<file path="src/rtl/vga_ball_array.sv">
// VGA ball renderer: 1600x525 scan timing, per-ball disc test against double-buffered
// registers, lowest-index priority, and a fixed-latency pixel path with aligned sync outputs.
module vga_ball_array #(
  parameter int          NBALLS   = 4,
  parameter int          ADDR_W   = 4,
  parameter logic [23:0] BG_COLOR = 24'h000000,
  parameter int          PIPE     = 4,
  parameter int          H_ACTIVE = 1280,
  parameter int          H_FP     = 32,
  parameter int          H_SYNC   = 192,
  parameter int          H_BP     = 96,
  parameter int          V_ACTIVE = 480,
  parameter int          V_FP     = 10,
  parameter int          V_SYNC   = 2,
  parameter int          V_BP     = 33
) (
  input  logic              clk50,
  input  logic              reset,
  input  logic              chipselect,
  input  logic              write,
  input  logic [ADDR_W-1:0] address,
  input  logic [31:0]       writedata,
  output logic [7:0]        VGA_R,
  output logic [7:0]        VGA_G,
  output logic [7:0]        VGA_B,
  output logic              VGA_CLK,
  output logic              VGA_HS,
  output logic              VGA_VS,
  output logic              VGA_BLANK_n,
  output logic              VGA_SYNC_n,
  output logic              vblank_irq
);
  localparam logic [10:0] H_LAST = 11'(H_ACTIVE + H_FP + H_SYNC + H_BP - 1);
  localparam logic [10:0] H_ACT  = 11'(H_ACTIVE);
  localparam logic [10:0] HS_BEG = 11'(H_ACTIVE + H_FP);
  localparam logic [10:0] HS_END = 11'(H_ACTIVE + H_FP + H_SYNC);
  localparam logic [9:0]  V_LAST = 10'(V_ACTIVE + V_FP + V_SYNC + V_BP - 1);
  localparam logic [9:0]  V_ACT  = 10'(V_ACTIVE);
  localparam logic [9:0]  VS_BEG = 10'(V_ACTIVE + V_FP);
  localparam logic [9:0]  VS_END = 10'(V_ACTIVE + V_FP + V_SYNC);
  // Three compute stages (distance, hit, select); PIPE must be at least 4.
  localparam int XD = PIPE - 3;

  logic [10:0] hcount_q, hcount_d;
  logic [9:0]  vcount_q, vcount_d;

  logic [9:0]  st_hpos_q [NBALLS], st_hpos_d [NBALLS], dp_hpos_q [NBALLS], dp_hpos_d [NBALLS];
  logic [8:0]  st_vpos_q [NBALLS], st_vpos_d [NBALLS], dp_vpos_q [NBALLS], dp_vpos_d [NBALLS];
  logic [9:0]  st_rad_q  [NBALLS], st_rad_d  [NBALLS], dp_rad_q  [NBALLS], dp_rad_d  [NBALLS];
  logic [23:0] st_col_q  [NBALLS], st_col_d  [NBALLS], dp_col_q  [NBALLS], dp_col_d  [NBALLS];
  logic [NBALLS-1:0] st_en_q, st_en_d, dp_en_q, dp_en_d;

  logic [21:0] dist_q [NBALLS], dist_d [NBALLS], rsq_q [NBALLS], rsq_d [NBALLS];
  logic [NBALLS-1:0] en1_q, en1_d, hit_q, hit_d;
  logic [23:0] color_q, color_d;
  logic [23:0] cdly_q [XD], cdly_d [XD];
  logic [PIPE-1:0] blank_q, blank_d, hs_q, hs_d, vs_q, vs_d;

  logic [10:0] dxu [NBALLS], dyu [NBALLS], adx [NBALLS], ady [NBALLS];
  logic [9:0]  px;
  logic [8:0]  py;
  logic        we, copy, hs_now, vs_now, act_now;
  logic [ADDR_W-1:0] ball_sel;
  logic [1:0]  field;
  logic        unused_bits;

  assign unused_bits = ^writedata[31:25];

  always_comb begin
    hcount_d  = (hcount_q == H_LAST) ? 11'd0 : hcount_q + 11'd1;
    vcount_d  = vcount_q;
    if (hcount_q == H_LAST) vcount_d = (vcount_q == V_LAST) ? 10'd0 : vcount_q + 10'd1;
    px        = hcount_q[10:1];
    py        = vcount_q[8:0];
    copy      = (hcount_q == 11'd0) && (vcount_q == V_ACT);
    we        = chipselect & write;
    ball_sel  = address >> 2;
    field     = address[1:0];
    act_now   = (hcount_q < H_ACT) && (vcount_q < V_ACT);
    hs_now    = !((hcount_q >= HS_BEG) && (hcount_q < HS_END));
    vs_now    = !((vcount_q >= VS_BEG) && (vcount_q < VS_END));
    st_hpos_d = st_hpos_q;
    st_vpos_d = st_vpos_q;
    st_rad_d  = st_rad_q;
    st_col_d  = st_col_q;
    st_en_d   = st_en_q;
    dp_hpos_d = dp_hpos_q;
    dp_vpos_d = dp_vpos_q;
    dp_rad_d  = dp_rad_q;
    dp_col_d  = dp_col_q;
    dp_en_d   = dp_en_q;
    // The display set copies the pre-write staging value, so a copy-cycle write waits a frame.
    if (copy) begin
      dp_hpos_d = st_hpos_q;
      dp_vpos_d = st_vpos_q;
      dp_rad_d  = st_rad_q;
      dp_col_d  = st_col_q;
      dp_en_d   = st_en_q;
    end
    for (int i = 0; i < NBALLS; i++) begin
      if (we && (ball_sel == ADDR_W'(i))) begin
        case (field)
          2'd0: begin
            st_hpos_d[i] = writedata[9:0];
            st_vpos_d[i] = writedata[24:16];
          end
          2'd1:    st_rad_d[i] = writedata[9:0];
          2'd2:    st_col_d[i] = writedata[23:0];
          default: st_en_d[i]  = writedata[0];
        endcase
      end
      dxu[i]    = {1'b0, px} - {1'b0, dp_hpos_q[i]};
      dyu[i]    = {2'b0, py} - {2'b0, dp_vpos_q[i]};
      adx[i]    = dxu[i][10] ? (11'd0 - dxu[i]) : dxu[i];
      ady[i]    = dyu[i][10] ? (11'd0 - dyu[i]) : dyu[i];
      dist_d[i] = ({11'd0, adx[i]} * {11'd0, adx[i]}) + ({11'd0, ady[i]} * {11'd0, ady[i]});
      rsq_d[i]  = {12'd0, dp_rad_q[i]} * {12'd0, dp_rad_q[i]};
      hit_d[i]  = en1_q[i] && (dist_q[i] < rsq_q[i]);
    end
    en1_d   = dp_en_q;
    color_d = BG_COLOR;
    for (int i = NBALLS - 1; i >= 0; i--) begin
      if (hit_q[i]) color_d = dp_col_q[i];
    end
    cdly_d[0] = color_q;
    for (int k = 1; k < XD; k++) cdly_d[k] = cdly_q[k-1];
    blank_d = {blank_q[PIPE-2:0], act_now};
    hs_d    = {hs_q[PIPE-2:0], hs_now};
    vs_d    = {vs_q[PIPE-2:0], vs_now};
  end

  always_ff @(posedge clk50 or posedge reset) begin
    if (reset) begin
      hcount_q <= '0;
      vcount_q <= '0;
      for (int i = 0; i < NBALLS; i++) begin
        st_hpos_q[i] <= '0;
        st_vpos_q[i] <= '0;
        st_rad_q[i]  <= '0;
        st_col_q[i]  <= '0;
        dp_hpos_q[i] <= '0;
        dp_vpos_q[i] <= '0;
        dp_rad_q[i]  <= '0;
        dp_col_q[i]  <= '0;
        dist_q[i]    <= '0;
        rsq_q[i]     <= '0;
      end
      st_en_q <= '0;
      dp_en_q <= '0;
      en1_q   <= '0;
      hit_q   <= '0;
      color_q <= '0;
      for (int k = 0; k < XD; k++) cdly_q[k] <= '0;
      blank_q <= '0;
      hs_q    <= '1;
      vs_q    <= '1;
    end else begin
      hcount_q  <= hcount_d;
      vcount_q  <= vcount_d;
      st_hpos_q <= st_hpos_d;
      st_vpos_q <= st_vpos_d;
      st_rad_q  <= st_rad_d;
      st_col_q  <= st_col_d;
      st_en_q   <= st_en_d;
      dp_hpos_q <= dp_hpos_d;
      dp_vpos_q <= dp_vpos_d;
      dp_rad_q  <= dp_rad_d;
      dp_col_q  <= dp_col_d;
      dp_en_q   <= dp_en_d;
      dist_q    <= dist_d;
      rsq_q     <= rsq_d;
      en1_q     <= en1_d;
      hit_q     <= hit_d;
      color_q   <= color_d;
      cdly_q    <= cdly_d;
      blank_q   <= blank_d;
      hs_q      <= hs_d;
      vs_q      <= vs_d;
    end
  end

  assign {VGA_R, VGA_G, VGA_B} = blank_q[PIPE-1] ? cdly_q[XD-1] : 24'h000000;
  assign VGA_BLANK_n = blank_q[PIPE-1];
  assign VGA_HS      = hs_q[PIPE-1];
  assign VGA_VS      = vs_q[PIPE-1];
  assign VGA_CLK     = hcount_q[0];
  assign VGA_SYNC_n  = 1'b1;
  assign vblank_irq  = copy;
endmodule

</file>
<file path="config.mk">
export PLATFORM = sky130hd
export DESIGN_NAME = vga_ball_array
export DESIGN_NICKNAME = d
export VERILOG_FILES = /design/src/rtl/vga_ball_array.sv
export SDC_FILE = /design/constraint.sdc
export NUM_CORES = 2
export LEC_CHECK = 0
export ABC_AREA = 1
export BUFFER_PORTS_ARGS = -buffer_cell sky130_fd_sc_hd__clkbuf_2
export CAP_MARGIN = 20
export CORE_UTILIZATION = 35
export CTS_BUF_LIST = sky130_fd_sc_hd__clkbuf_8
export DETAILED_ROUTE_END_ITERATION = 12
export REMOVE_ABC_BUFFERS = 1
export SETUP_SLACK_MARGIN = 0.5
export SYNTH_ARGS = -nofsm -noshare
export SYNTH_HDL_FRONTEND = slang
export SYNTH_SLANG_ARGS = --single-unit
</file>
<file path="constraint.sdc">
create_clock -name clk50 -period 28.5 [get_ports clk50]
set_clock_uncertainty 0.2 [all_clocks]
set_input_delay 1.425 -clock clk50 [delete_from_list [all_inputs] [get_ports clk50]]
set_output_delay 1.425 -clock clk50 [all_outputs]
set_load 0.05 [all_outputs]
</file>
==> results.md <==
- Outcome: completed
- Worst hold margin: approximately 0.12 ns
- Fraction of layout cells with a size suffix above 1: 0.06697
- Rel. slew slack: 0.2388
- Root Driver: clkbuf_8
- Vias in the first global route: 53200
- Clk buf depth: 3
- Area of the core: 197200 um^2
- Crit path kind: flop to flop
- Crit-path max FO: 10
- Die area: between 200000 and 250000 um^2
- Setup repair after global routing missed its margin: no
- Seq cells post-synth: 685
- Max_cap viols: 0
- Post-CTS Setup Inserts: 0
- Io pins: 70
- CP arrival: 9.45 ns
- Synth async-reset ratio: 1.000
- Pwr per Cell Area: 35.46 nW/um^2
- First-pass GRT wire length: 272700 um
- Top FF cell, synth: dfrtp_1
- YS warnings: 0
- GP Congestion: 0.8907
- Wire per inst: around 15 um
- Lkg Pwr: 42.53 nW
- Final setup fails: 0
- Nets@finish: 9902
- Remaining antenna violation count: 0
- CTS clk-pin slew, worst paths: ~0.07 ns
- Max Transition Viols Final: 0
- CTS buffer count: 117
- Number of library cell types mapped by synthesis: 65
- Initial Util: 0.3519
- Avg Synthesized Cell Area: 8.500 um^2
- Minimum clock period: about 8.9 ns
- Largest net degree at the start of global routing: 226
- Crit-path slowest cell: dfrtp_1
- CP startpoint kind: flop
- R2r worst-path depth: 35
- Fin Setup TNS: 0 ns
- Critical path endpoint category: flop
- Grt ovf: 0
- Peak VDD IR: approximately 0.000036 V
- Total track usage: 0.1685
- Sequential fraction of the synthesis area: 0.2471
- DRC: 0
- Clock sink total: 685
- CTS tree: done
- Post-synthesis cell area: 69410 um^2
- Crit-path max cell delay: between 0.9 and 1 ns
- Worst-Margin Slew: 1.140 ns
- Antenna violations before repair: 14
- HP Class: flop to flop
- Final hold vios: 0
- Worst Hold End: cdly_q[20]$_DFF_PP0_
- Gate Count Post-Synth: between 8000 and 9000
- Period Utilization, post-route: 0.3133
- Hold_sp: cdly_d[20]$_DFF_PP0_
- Port bufs: 61
- Dpl hpwl: approximately 130000 um
- DIE HEIGHT: about 450 um
- Fill count: ~20000
- Worst R2R Start: hcount_q[2]$_DFF_PP0_
- EDFF count, synth: 0
- Rows: around 160
- DR iter-0 viols: about 2800
- Reg-to-Reg End: dist_q[83]$_DFF_PP0_
- Most frequent cells in the layout: 1866 x inv_1, 1802 x nand2_1, 848 x fa_1
- Commonest non-fill, non-tap cell in the layout: inv_1
- Post-cts gate resize count: 0
- P&R area growth vs syn: 8.723%
- Reg2Reg Setup Slack: between 15 and 20 ns
- Worst Path Required: 29.03 ns
- Via density: 4.599
- H-tree depth: 3
- Max Fclk: 0.1120 GHz
- Via Count: 50750
- Later-pin clock latency in the skew report: 0.84 ns
- CTS Hold Bufs: 0
- Hold Path Depth: 0
- Die span in x: 447.3 um
- Final WL: 161900 um
- Most used cell, CP: fa_1
- Router iterations before antenna repair: 5
where the power goes:
| part | switching [W] | leakage, nW | internal [W] |
|---|---|---|---|
| Combinational | 0.000387 | 31.9 | 0.000243 |
| Sequential | 0.0000439 | 9.16 | 0.00107 |
| Clock | 0.000422 | 1.45 | 0.000513 |
Yosys cell counts (all sizes together), types with 28 or more instances:
cell | number | share of area
ha | 717 | 0.13
a21oi | 254 | 0.019
nand4 | 75 | 0.0072
clkbuf | 137 | 0.0074
o21ai | 423 | 0.031
nand2 | 1883 | 0.11
nand3 | 235 | 0.019
xor2 | 140 | 0.020
fa | 848 | 0.24
nor3 | 49 | 0.0036
dfrtp | 677 | 0.24
xnor2 | 63 | 0.0087
a31oi | 28 | 0.0025
nor2 | 524 | 0.032
inv | 1906 | 0.10
buf | 52 | 0.0044
logic make-up after synthesis:
logic type               Yosys count  synth area share
other                              2         0.0001082
adder cells (fa/ha/maj)         1565            0.3738
AO/OA/AOI/OAI                    798           0.06297
buffers and inverters           2095            0.1150
XOR/XNOR                         203           0.02816
flip-flops                       685            0.2471
AND/OR/NAND/NOR                 2817            0.1728
critical path, delay by kind of cell (launching register included):
| kind | cells | cell delay [ns] |
|---|---|---|
| flip-flops | 1 | 0.95 |
| adder cells (fa/ha/maj) | 10 | 4.83 |
| AO/OA/AOI/OAI | 1 | 0.29 |
| AND/OR/NAND/NOR | 16 | 1.68 |
| buffers and inverters | 7 | 0.69 |
| XOR/XNOR | 1 | 0.19 |
registers in the layout, summed over array words and instances (netlist names):
| signal | flops |
|---|---|
| st_en_q | 4 |
| st_rad_q | 40 |
| vs_q | 4 |
| en1_q | 4 |
| hcount_q | 11 |
| vcount_q | 10 |
| dp_vpos_q | 36 |
| st_hpos_q | 40 |
| hs_q | 4 |
| dp_hpos_q | 40 |
| cdly_d | 24 |
| dp_rad_q | 40 |
| dp_col_q | 96 |
| st_vpos_q | 36 |
| dp_en_q | 4 |
| dist_q | 88 |
| hit_q | 4 |
| cdly_q | 24 |
| blank_q | 4 |
| st_col_q | 96 |
| rsq_q | 76 |
layer usage:
layer	part of all wire	vias up	track usage
li1	-	24890	-
met4	0.026	2	0.04506
met3	0.040	223	0.01904
met2	0.48	843	0.2907
met5	0.000080	-	0
met1	0.45	24790	0.2231
stage by stage:
stage | power (W) | area (um^2) | std cells | setup WS [ns] | util
3_3_place_gp | 0.001747 | 72880 | 10820 | 19.64 | 0.3695
4_1_cts | 0.002713 | 75380 | 11030 | 19.56 | 0.3822
5_1_grt | 0.002860 | 75460 | 11030 | 19.06 | 0.3826
3_5_place_dp | 0.001751 | 72880 | 10820 | 19.61 | 0.3695
2_1_floorplan | 0.001579 | 69020 | 8091 | 7.683 | -
6_report | 0.002676 | 75460 | 11040 | 19.57 | 0.3826
cell type report:
type / count / area [um^2] / share of cell area
flip-flops and latches: 685 / 17150 / 0.2273
well taps: 2640 / 3303 / 0.04377
inverters: 1906 / 7179 / 0.09514
repair buffers: 87 / 585.6 / 0.007760
diodes: 4 / 10.01 / 0.0001326
clock inverters: 63 / 424.2 / 0.005621
multi-input cells: 5500 / 44730 / 0.5927
clock buffers: 151 / 2078 / 0.02754
how the worst max path moves through the flow:
| stage | startpoint | end | cells past startpoint |
|---|---|---|---|
| global route | hcount_q[2]$_DFF_PP0_ | dist_q[83]$_DFF_PP0_ | 35 |
| detailed placement | hcount_q[2]$_DFF_PP0_ | dist_q[83]$_DFF_PP0_ | 35 |
| floorplan | reset | blank_q[0]$_DFF_PP0_ | 1 |
| CTS | hcount_q[2]$_DFF_PP0_ | dist_q[83]$_DFF_PP0_ | 35 |
| finish | hcount_q[2]$_DFF_PP0_ | dist_q[83]$_DFF_PP0_ | 35 |
| global placement | hcount_q[2]$_DFF_PP0_ | dist_q[83]$_DFF_PP0_ | 35 |
(Power assumes the default switching activity.)
